**config.mk**
```make
export PLATFORM = sky130hd
export DESIGN_NAME = lcd_window_compositor
export DESIGN_NICKNAME = d
export VERILOG_FILES = /design/src/rtl/lcd_window_compositor.sv
export SDC_FILE = /design/constraint.sdc
export NUM_CORES = 1
export LEC_CHECK = 0
export ABC_AREA = 1
export CAP_MARGIN = 10
export CORE_ASPECT_RATIO = 1.4
export CORE_MARGIN = 5
export CORE_UTILIZATION = 55
export CTS_BUF_LIST = sky130_fd_sc_hd__clkbuf_16
export DETAILED_ROUTE_END_ITERATION = 8
export PLACE_DENSITY = 0.83
export SLEW_MARGIN = 5
export SYNTH_ARGS = -nofsm -noshare
export SYNTH_HDL_FRONTEND = slang
export SYNTH_SLANG_ARGS = --single-unit
```
**constraint.sdc**
```tcl
create_clock -name lcd_pclk -period 5.4 [get_ports lcd_pclk]
set_clock_uncertainty 0.1 [all_clocks]
set_input_delay 1.08 -clock lcd_pclk [delete_from_list [all_inputs] [get_ports lcd_pclk]]
set_output_delay 1.08 -clock lcd_pclk [all_outputs]
set_load 0.02 [all_outputs]
```
**src/rtl/lcd_window_compositor.sv**
```systemverilog
// lcd_window_compositor
// Composites NUM_WIN fixed-size picture windows over a background colour.
// Window placement and enables are shadowed at the frame-start coordinate
// (0,0). Each active window owns an address counter that runs LEAD
// pixels ahead of the display position, so the external picture memory
// data lines up with pixel_data. The returned pixels are muxed onto
// pixel_data by fixed priority, with index 0 winning.
module lcd_window_compositor #(
  parameter int          NUM_WIN    = 3,
  parameter int          PIC_WIDTH  = 250,
  parameter int          PIC_HEIGHT = 114,
  parameter int          ADDR_W     = 15,
  parameter int          RD_LAT     = 1,
  parameter logic [23:0] BACK_COLOR = 24'hE0FFFF
) (
  input  logic                      lcd_pclk,
  input  logic                      rst,
  input  logic [10:0]               pixel_xpos,
  input  logic [10:0]               pixel_ypos,
  input  logic [NUM_WIN*11-1:0]     cfg_xs,
  input  logic [NUM_WIN*11-1:0]     cfg_ys,
  input  logic [NUM_WIN-1:0]        cfg_en,
  output logic [NUM_WIN*ADDR_W-1:0] win_addr,
  input  logic [NUM_WIN*24-1:0]     win_data,
  output logic [23:0]               pixel_data,
  output logic [NUM_WIN-1:0]        win_hit,
  output logic [NUM_WIN-1:0]        cfg_err
);

  // The address leads the display position by the memory latency plus
  // the output register stage.
  localparam int          LEAD   = RD_LAT + 1;
  localparam logic [11:0] LEAD_W = 12'(LEAD);
  localparam logic [11:0] WID_W  = 12'(PIC_WIDTH);
  localparam logic [11:0] HGT_W  = 12'(PIC_HEIGHT);

  // Shadow configuration and per-window address counters
  logic [10:0]        xs_r   [NUM_WIN];
  logic [10:0]        ys_r   [NUM_WIN];
  logic [NUM_WIN-1:0] en_r;
  logic [ADDR_W-1:0]  addr_r [NUM_WIN];
  logic [23:0]        pixel_data_r;
  logic [NUM_WIN-1:0] win_hit_r;
  logic [NUM_WIN-1:0] cfg_err_r;

  // Combinational decode
  logic               frame_start_s;
  logic [11:0]        x_ext_s;
  logic [11:0]        y_ext_s;
  logic [11:0]        xs_ext_s   [NUM_WIN];
  logic [11:0]        ys_ext_s   [NUM_WIN];
  logic [NUM_WIN-1:0] active_s;
  logic [NUM_WIN-1:0] row_in_s;
  logic [NUM_WIN-1:0] row_past_s;
  logic [NUM_WIN-1:0] lead_s;
  logic [NUM_WIN-1:0] disp_s;
  logic [NUM_WIN-1:0] cfg_err_next_s;
  logic [ADDR_W-1:0]  addr_next_s [NUM_WIN];
  logic [23:0]        sel_data_s;
  logic [NUM_WIN-1:0] sel_hit_s;

  // Region decode per window; all comparisons in 12 bits so xs+width never wraps
  always_comb begin
    frame_start_s  = (pixel_xpos == 11'd0) && (pixel_ypos == 11'd0);
    x_ext_s        = {1'b0, pixel_xpos};
    y_ext_s        = {1'b0, pixel_ypos};
    active_s       = '0;
    row_in_s       = '0;
    row_past_s     = '0;
    lead_s         = '0;
    disp_s         = '0;
    cfg_err_next_s = '0;
    for (int k = 0; k < NUM_WIN; k++) begin
      xs_ext_s[k]       = {1'b0, xs_r[k]};
      ys_ext_s[k]       = {1'b0, ys_r[k]};
      active_s[k]       = en_r[k] && (xs_ext_s[k] >= LEAD_W);
      row_in_s[k]       = (y_ext_s >= ys_ext_s[k]) && (y_ext_s < ys_ext_s[k] + HGT_W);
      row_past_s[k]     = (y_ext_s >= ys_ext_s[k] + HGT_W);
      lead_s[k]         = active_s[k] && row_in_s[k] &&
                          (x_ext_s + LEAD_W >= xs_ext_s[k]) &&
                          (x_ext_s + LEAD_W < xs_ext_s[k] + WID_W);
      disp_s[k]         = active_s[k] && row_in_s[k] &&
                          (x_ext_s + 12'd1 >= xs_ext_s[k]) &&
                          (x_ext_s + 12'd1 < xs_ext_s[k] + WID_W);
      cfg_err_next_s[k] = cfg_en[k] && ({1'b0, cfg_xs[k*11 +: 11]} < LEAD_W);
    end
  end

  // Next address per window: clear on frame start, inactivity or below the window
  always_comb begin
    for (int k = 0; k < NUM_WIN; k++) begin
      addr_next_s[k] = addr_r[k];
      if (frame_start_s) begin
        addr_next_s[k] = '0;
      end else if (!active_s[k]) begin
        addr_next_s[k] = '0;
      end else if (row_past_s[k]) begin
        addr_next_s[k] = '0;
      end else if (lead_s[k]) begin
        addr_next_s[k] = addr_r[k] + ADDR_W'(1);
      end else begin
        addr_next_s[k] = addr_r[k];
      end
    end
  end

  // Priority mux: scan from highest index down so the lowest index wins
  always_comb begin
    sel_data_s = BACK_COLOR;
    sel_hit_s  = '0;
    for (int k = NUM_WIN - 1; k >= 0; k--) begin
      sel_data_s = disp_s[k] ? win_data[k*24 +: 24] : sel_data_s;
      sel_hit_s  = disp_s[k] ? (NUM_WIN'(1'b1) << k) : sel_hit_s;
    end
  end

  // Shadow configuration latch and error flags, updated only at frame start
  always_ff @(posedge lcd_pclk or posedge rst) begin
    if (rst) begin
      en_r      <= '0;
      cfg_err_r <= '0;
      for (int k = 0; k < NUM_WIN; k++) begin
        xs_r[k] <= 11'd0;
        ys_r[k] <= 11'd0;
      end
    end else if (frame_start_s) begin
      en_r      <= cfg_en;
      cfg_err_r <= cfg_err_next_s;
      for (int k = 0; k < NUM_WIN; k++) begin
        xs_r[k] <= cfg_xs[k*11 +: 11];
        ys_r[k] <= cfg_ys[k*11 +: 11];
      end
    end
  end

  // Address counters and registered pixel output
  always_ff @(posedge lcd_pclk or posedge rst) begin
    if (rst) begin
      pixel_data_r <= BACK_COLOR;
      win_hit_r    <= '0;
      for (int k = 0; k < NUM_WIN; k++) begin
        addr_r[k] <= '0;
      end
    end else begin
      pixel_data_r <= sel_data_s;
      win_hit_r    <= sel_hit_s;
      for (int k = 0; k < NUM_WIN; k++) begin
        addr_r[k] <= addr_next_s[k];
      end
    end
  end

  // Pack the counters onto the flat address bus
  always_comb begin
    win_addr = '0;
    for (int k = 0; k < NUM_WIN; k++) begin
      win_addr[k*ADDR_W +: ADDR_W] = addr_r[k];
    end
  end

  assign pixel_data = pixel_data_r;
  assign win_hit    = win_hit_r;
  assign cfg_err    = cfg_err_r;

endmodule

```
==> impl_results.md, run 1 <==
- Setup bufs post-CTS: 0
- Vias/cell: 5.51
- Full die area: 0.0280 sq mm
- Top_reg_cell synth: dfrtp_1
- RSZ-0062 raised after global routing: false
- Worst-Skew Late Latency: 0.44 ns
- Via count: 13300
- Syn avg cell area: 7.36 sq um
- CP Launch Type: input port
- Synthesized area: 0.0136 sq mm
- Area of the core: 0.0245 sq mm
- WS Path Type: input port to flop
- Grt ovf: 0
- Estimated wirelength of the detail-placed design: 32700 um
- Synth Net Count: 2223
- Share of layout cells above drive strength 1: 0.0690
- Final core utilization: 0.688
- Fmax: 0.215 GHz
- DRT antenna net count: 0
- First-pass GRT wire length: 66500 um
- Worst EP required: 5.69 ns
- Total global routing track utilization: 0.296
- Final wirelength: 41600 um
- Port bufs: 239
- Initial antenna violation count: 1
- Post-synth EDFFs: 0
- FF+latch area: 0.00363 sq mm
- CTS tree: done
- IR drop worst, VDD: 0.226 mV
- Area delta synth->final: 24.1%
- Clock Pin Slew Worst Setup and Hold Paths: 0.07 ns
- Vias in the first global route: 13300
- Cells after DPL: 2385
- Post-route DRC: 0
- Gpl congestion: 0.971
- Yosys warning count: 0
- Ranking of synthesized cells by area: dfrtp_1 23%, ha_1 19%, nand2_1 13%, inv_1 5.4%, xor2_1 5.3%
- Setup tns final: 0 ns
- Initial Util: 0.555
- Max-slew violations: 0
- R2r setup slk: 1.62 ns
- Most frequent cells in the layout: 481 x nand2_1, 239 x clkdlybuf4s50_1, 210 x ha_1, 195 x inv_1, 162 x nor2_1
- Worst-Margin Slew: 0.864 ns
- Total power: 2.72 mW
- Syn Inst Count: 1848
- Hold Crit Class: flop to flop
- R2r startpoint: xs_ext_s[13]
- FF+latch count, synth: 144
- Drt wl/cell: 17.2 um
- Max-slew headroom: 0.424
- Hold path endpoint: en_r[2]
- MaxCap Viol Count: 0
- CP arrival: 4.94 ns
- Most common cell after layout, fill and taps aside: nand2_1
- Cts bufs inserted: 17
- Async S/R FF share, synth: 1.00
- Pwr/cell area: 161 mW/mm^2
- RR Endpoint: win_addr[29]
- Final period util: 0.862
- Pin count of the biggest net entering global routing: 94
- Initial DRC Count: 766
- Cell area after layout: 0.0169 sq mm
- Hold_sp: en_r[2]
- Leading area contributor after synthesis: dfrtp_1
- Placed Area: 0.0163 sq mm
- Fin worst setup slack: 0.746 ns
- Clk buf depth: 2
- Final setup violation count: 0
- Die width: 143 um
- I/O Pins: 240
- Hold_ws: 0.386 ns
- Hold Fails Final Rpt: 0
- # resized after CTS: 0
- Post-CTS Hold Fix Bufs: 0
- Sequential-to-total area share from yosys stat: 0.267
- # rows: 68
- Synth unique cells: 54
- # fillers: 2089
- CTS HTree Levels: 4
- Worst-path maximum fanout: 26
- Worst reg2reg path depth: 17
- Post-route insts no fill: 2418
- Final Critical Period: 4.65 ns
- Multi-input logic area: 0.00883 sq mm
- Die Ht: 196 um
- DP Worst Slack: 0.295 ns
- CTS Sinks: 144
- First-pass iteration count of the detailed router: 8
- Nets@finish: 2464
- WHS Path Cells: 2
- Outcome: completed
- Leakage power: 8.50 nW
- Clock root cell: clkbuf_16
- Area share of the largest cell type after synthesis: 0.230
- CP endpoint kind: flop
[report_power, final]
part / total (mW) / internal (mW) / leakage (nW) / switching [mW]
Clock: 1.24 / 0.707 / 0.310 / 0.531
Combinational: 0.398 / 0.191 / 6.56 / 0.206
Sequential: 1.08 / 1.08 / 1.64 / 0.0000505
Total: 2.72 / 1.98 / 8.50 / 0.737
[flip-flops by register name (all words and copies together) (netlist names)]
signal / cells
win_addr: 45
xs_ext_s: 33
ys_ext_s: 33
pixel_data: 24
cfg_err: 3
en_r: 3
win_hit: 3
[Yosys cell counts, types with 11 or more instances]
cell and count:
dfrtp_1 125, nand3_1 134, nor2_1 162, nand2_2 16, inv_1 195, dfstp_2 19
o21ai_1 25, o21ai_0 77, nand3b_1 24, nor3_1 32, a21oi_1 86, buf_2 11
buf_4 14, ha_1 210, xor2_1 82, nand4_1 42, nand3_2 11, buf_6 15
nand2_1 481
[final cells by class]
| cell class | instances | share of cell area |
|---|---|---|
| clock inverters | 11 | 0.00490 |
| repair buffers | 266 | 0.155 |
| multi-input cells | 1452 | 0.524 |
| well taps | 315 | 0.0234 |
| inverters | 208 | 0.0473 |
| flip-flops and latches | 144 | 0.215 |
| clock buffers | 21 | 0.0312 |
| diodes | 1 | 0.000148 |
[how the worst max path moves through the flow]
| stage | from | to | slack (ns) |
|---|---|---|---|
| 2_1_floorplan | rst | cfg_err[0] | 0.39 |
| 3_3_place_gp | pixel_xpos[2] | pixel_data[18] | 0.46 |
| 3_5_place_dp | pixel_xpos[2] | pixel_data[6] | 0.29 |
| 4_1_cts | pixel_xpos[2] | pixel_data[6] | 0.75 |
| 5_1_grt | pixel_xpos[2] | pixel_data[13] | 0.46 |
| 6_report | pixel_xpos[2] | pixel_data[6] | 0.75 |
[logic make-up (layout without fill, tap and decap cells)]
| group | count (synthesis) | in the layout | share of synthesized area |
|---|---|---|---|
| AO/OA/AOI/OAI | 214 | 214 | 0.0847 |
| XOR/XNOR | 89 | 89 | 0.0573 |
| adder cells (fa/ha/maj) | 210 | 210 | 0.193 |
| buffers and inverters | 252 | 506 | 0.0837 |
| flip-flops | 144 | 144 | 0.267 |
| multiplexers | 1 | 1 | 0.000736 |
| other | 0 | 1 | 0 |
| AND/OR/NAND/NOR | 938 | 938 | 0.313 |
[critical path, cell delays in order]
cell and delay [ns]:
clkdlybuf4s50_1 0.56, ha_1 0.31, nand3_2 0.12, nor2_2 0.13, nor2_1 0.05, nor2_1 0.57
o21ai_0 0.15, inv_1 0.23, ha_1 0.29, a21oi_1 0.12, o21ai_0 0.09, nand2_1 0.06
nand2_1 0.05, a31oi_1 0.25, nand3_4 0.33, inv_4 0.35, nand2_1 0.10, nand2_1 0.08
[metal layers]
| layer | GRT usage | share of wire |
|---|---|---|
| met5 | 0 | 0 |
| met2 | 0.536 | 0.51 |
| met3 | 0.0580 | 0.065 |
| met4 | 0.155 | 0.057 |
| met1 | 0.322 | 0.37 |
Power figures use the tool's default switching activity.
==> run 2: changes to the inputs <==
--- a/config.mk
+++ b/config.mk
@@ -12,7 +12,8 @@
 export CORE_UTILIZATION = 55
 export CTS_BUF_LIST = sky130_fd_sc_hd__clkbuf_16
 export DETAILED_ROUTE_END_ITERATION = 8
-export PLACE_DENSITY = 0.83
+export DONT_BUFFER_PORTS = 1
+export PLACE_DENSITY = 0.7
 export SLEW_MARGIN = 5
 export SYNTH_ARGS = -nofsm -noshare
 export SYNTH_HDL_FRONTEND = slang
==> run 2 against run 1 <==
Effect of this change: worst hold slack better by 0.0017 ns; via count decreased by 8.1%; clock power is essentially flat; largest power group unchanged.
==> impl_results.md, run 2 (synthesis results as in run 1) <==
- Int Pwr: 1.89 mW (was 1.98 mW)
- Outcome: completed (unchanged)
- Most frequent cells in the layout: 481 x nand2_1, 210 x ha_1, 197 x inv_1, 162 x nor2_1, 134 x nand3_1 (was 481 x nand2_1, 239 x clkdlybuf4s50_1, 210 x ha_1, 195 x inv_1, 162 x nor2_1)
- Slowest stage cell, crit path: a21oi_1 (was nor2_1)
- # rows: 68 (unchanged)
- I/O Pins: 240 (unchanged)
- Vias in the first global route: 12100 (was 13300)
- Pin count of the biggest net entering global routing: 110 (was 94)
- Grt ovf: 0 (unchanged)
- Area delta synth->final: 5.79% (was 24.1%)
- Worst Setup EP: pixel_data[17] (was pixel_data[6])
- Final Critical Period: 4.18 ns (was 4.65 ns)
- CP endpoint kind: flop (unchanged)
- Worst path cell trace: ha_1, nand3_2, nor3_1, nand2_1, xor2_1, buf_4, nor2_1, a21oi_1, ha_1, nand2_1, nor3_1, nand2_1, a21oi_2, nand2_4, inv_6, nand2_1, nand2_1, nand2_1, nand2_1 (was clkdlybuf4s50_1, ha_1, nand3_2, nor2_2, nor2_1, nor2_1, o21ai_0, inv_1, ha_1, a21oi_1, o21ai_0, nand2_1, nand2_1, a31oi_1, nand3_4, inv_4, nand2_1, nand2_1)
- Worst-path maximum fanout: 26 (unchanged)
- Share of layout cells above drive strength 1: 0.0702 (was 0.0690)
- Nets@finish: 2213 (was 2464)
- Final period util: 0.774 (was 0.862)
- Combinational share of power: 0.094 (was 0.146)
- Max-slew violations: 0 (unchanged)
- MaxCap Viol Count: 0 (unchanged)
- DP Worst Slack: 0.740 ns (was 0.295 ns)
- Sw Ratio: 0.259 (was 0.272)
- Largest register FFs: 45 (unchanged)
- Multi-input logic area: 0.00883 sq mm (unchanged)
- # resized after CTS: 0 (unchanged)
- Net switching power: 0.662 mW (was 0.737 mW)
- Post-route DRC: 0 (unchanged)
- WS Path Type: input port to flop (unchanged)
- Reg power frac: 0.423 (was 0.398)
- Drt wl/cell: 17.7 um (was 17.2 um)
- Area of the core: 0.0245 sq mm (unchanged)
- RR Endpoint: win_addr[24] (was win_addr[29])
- Hold Fails Final Rpt: 0 (unchanged)
- RSZ-0062 raised after global routing: false (unchanged)
- CTS HTree Levels: 4 (unchanged)
- R2r startpoint: xs_ext_s[13] (unchanged)
- CP Launch Point: pixel_xpos[1] (was pixel_xpos[2])
- FF+latch area: 0.00363 sq mm (unchanged)
- Port bufs: 0 (was 239)
- Initial DRC Count: 614 (was 766)
- Clock root cell: clkbuf_16 (unchanged)
- IR drop worst, VDD: 0.227 mV (was 0.226 mV)
- Clk buf depth: 2 (unchanged)
- CP arrival: 4.45 ns (was 4.94 ns)
- Initial antenna violation count: 0 (was 1)
- R2r setup slk: 1.56 ns (was 1.62 ns)
- Fin worst setup slack: 1.22 ns (was 0.746 ns)
- Clock Pin Slew Worst Setup and Hold Paths: 0.06 ns (was 0.07 ns)
- WHS Path Cells: 2 (unchanged)
- Most common cell after layout, fill and taps aside: nand2_1 (unchanged)
- Vias/cell: 5.65 (was 5.51)
- Initial Util: 0.555 (unchanged)
- First-pass iteration count of the detailed router: 5 (was 8)
- Fmax: 0.239 GHz (was 0.215 GHz)
- Die width: 143 um (unchanged)
- DRT antenna net count: 0 (unchanged)
- Full die area: 0.0280 sq mm (unchanged)
- Placed Area: 0.0138 sq mm (was 0.0163 sq mm)
- Crit path top cell by count: nand2_1 (unchanged)
- Final wirelength: 38200 um (was 41600 um)
- CTS tree: done (unchanged)
- First-pass GRT wire length: 61100 um (was 66500 um)
- Cells after DPL: 2134 (was 2385)
- Worst-Skew Late Latency: 0.44 ns (about the same)
- Gpl congestion: 0.948 (was 0.971)
- CTS Sinks: 144 (unchanged)
- Estimated wirelength of the detail-placed design: 29400 um (was 32700 um)
- Die Ht: 196 um (unchanged)
- Total global routing track utilization: 0.272 (was 0.296)
- Setup bufs post-CTS: 0 (unchanged)
- Worst reg2reg path depth: 15 (was 17)
- Worst-Margin Slew: 1.07 ns (was 0.864 ns)
- CP Launch Type: input port (unchanged)
- Worst EP required: 5.68 ns (was 5.69 ns)
- # fillers: 2340 (was 2089)
- Cts bufs inserted: 17 (unchanged)
- Leakage power: 7.52 nW (was 8.50 nW)
- Diodes inserted: 0 (was 1)
- Clock network power share: 0.482 (was 0.456)
- Via count: 12200 (was 13300)
- CP max stage delay: 0.50 ns (was 0.57 ns)
- Post-CTS Hold Fix Bufs: 0 (unchanged)
- Total power: 2.55 mW (was 2.72 mW)
- Post-route insts no fill: 2166 (was 2418)
- Final setup violation count: 0 (unchanged)
- Hold Crit Class: flop to flop (unchanged)
- Max-slew headroom: 0.287 (was 0.424)
- Pwr/cell area: 177 mW/mm^2 (was 161 mW/mm^2)
- Cell area after layout: 0.0144 sq mm (was 0.0169 sq mm)
- Setup tns final: 0 ns (unchanged)
## run 2: power by group through the flow
stage | registers (mW) | logic (mW) | clock network (mW)
2_1_floorplan | 1.10 | 0.171 | 0
6_report | 1.08 | 0.240 | 1.23
5_1_grt | 1.08 | 0.278 | 1.30
3_3_place_gp | 1.10 | 0.232 | 0
3_5_place_dp | 1.10 | 0.240 | 0
4_1_cts | 1.08 | 0.241 | 1.25
## run 2: how the worst min path moves through the flow
stage,from,endpoint
after floorplan,ys_ext_s[0],ys_ext_s[0]
after detailed placement,ys_ext_s[12],ys_ext_s[12]
after global placement,ys_ext_s[12],ys_ext_s[12]
after CTS,ys_ext_s[12],ys_ext_s[12]
final,ys_ext_s[12],ys_ext_s[12]
after global routing,ys_ext_s[12],ys_ext_s[12]
## run 2: cell type report
| type | instances | share of cell area |
|---|---|---|
| clock buffers | 17 | 0.0296 |
| clock inverters | 15 | 0.0118 |
| inverters | 208 | 0.0554 |
| multi-input cells | 1452 | 0.614 |
| flip-flops and latches | 144 | 0.252 |
| well taps | 315 | 0.0274 |
| repair buffers | 15 | 0.00957 |
## run 2: per-stage QoR
| stage | utilization | hold WS [ns] |
|---|---|---|
| floorplan | - | 0.353 |
| global placement | 0.563 | 0.376 |
| detailed placement | 0.563 | 0.384 |
| CTS | 0.587 | 0.397 |
| global route | 0.587 | 0.413 |
| finish | 0.587 | 0.388 |
## run 2: worst max-delay path: cells and delay by family
kind | cells | cell delay [ns]
buffers and inverters | 2 | 0.45
adders and majority gates | 2 | 0.51
xor gates and xnor gates | 1 | 0.16
AOI/OAI and AO/OA | 2 | 0.78
and+or+nand+nor | 12 | 1.47
## run 2: routing by layer
layer / vias to the layer above / GRT usage / share of wire
met4: 0 / 0.111 / 0.040
met2: 351 / 0.484 / 0.51
met1: 5732 / 0.316 / 0.40
met5: - / 0 / 0
met3: 83 / 0.0546 / 0.058
li1: 6074 / - / -
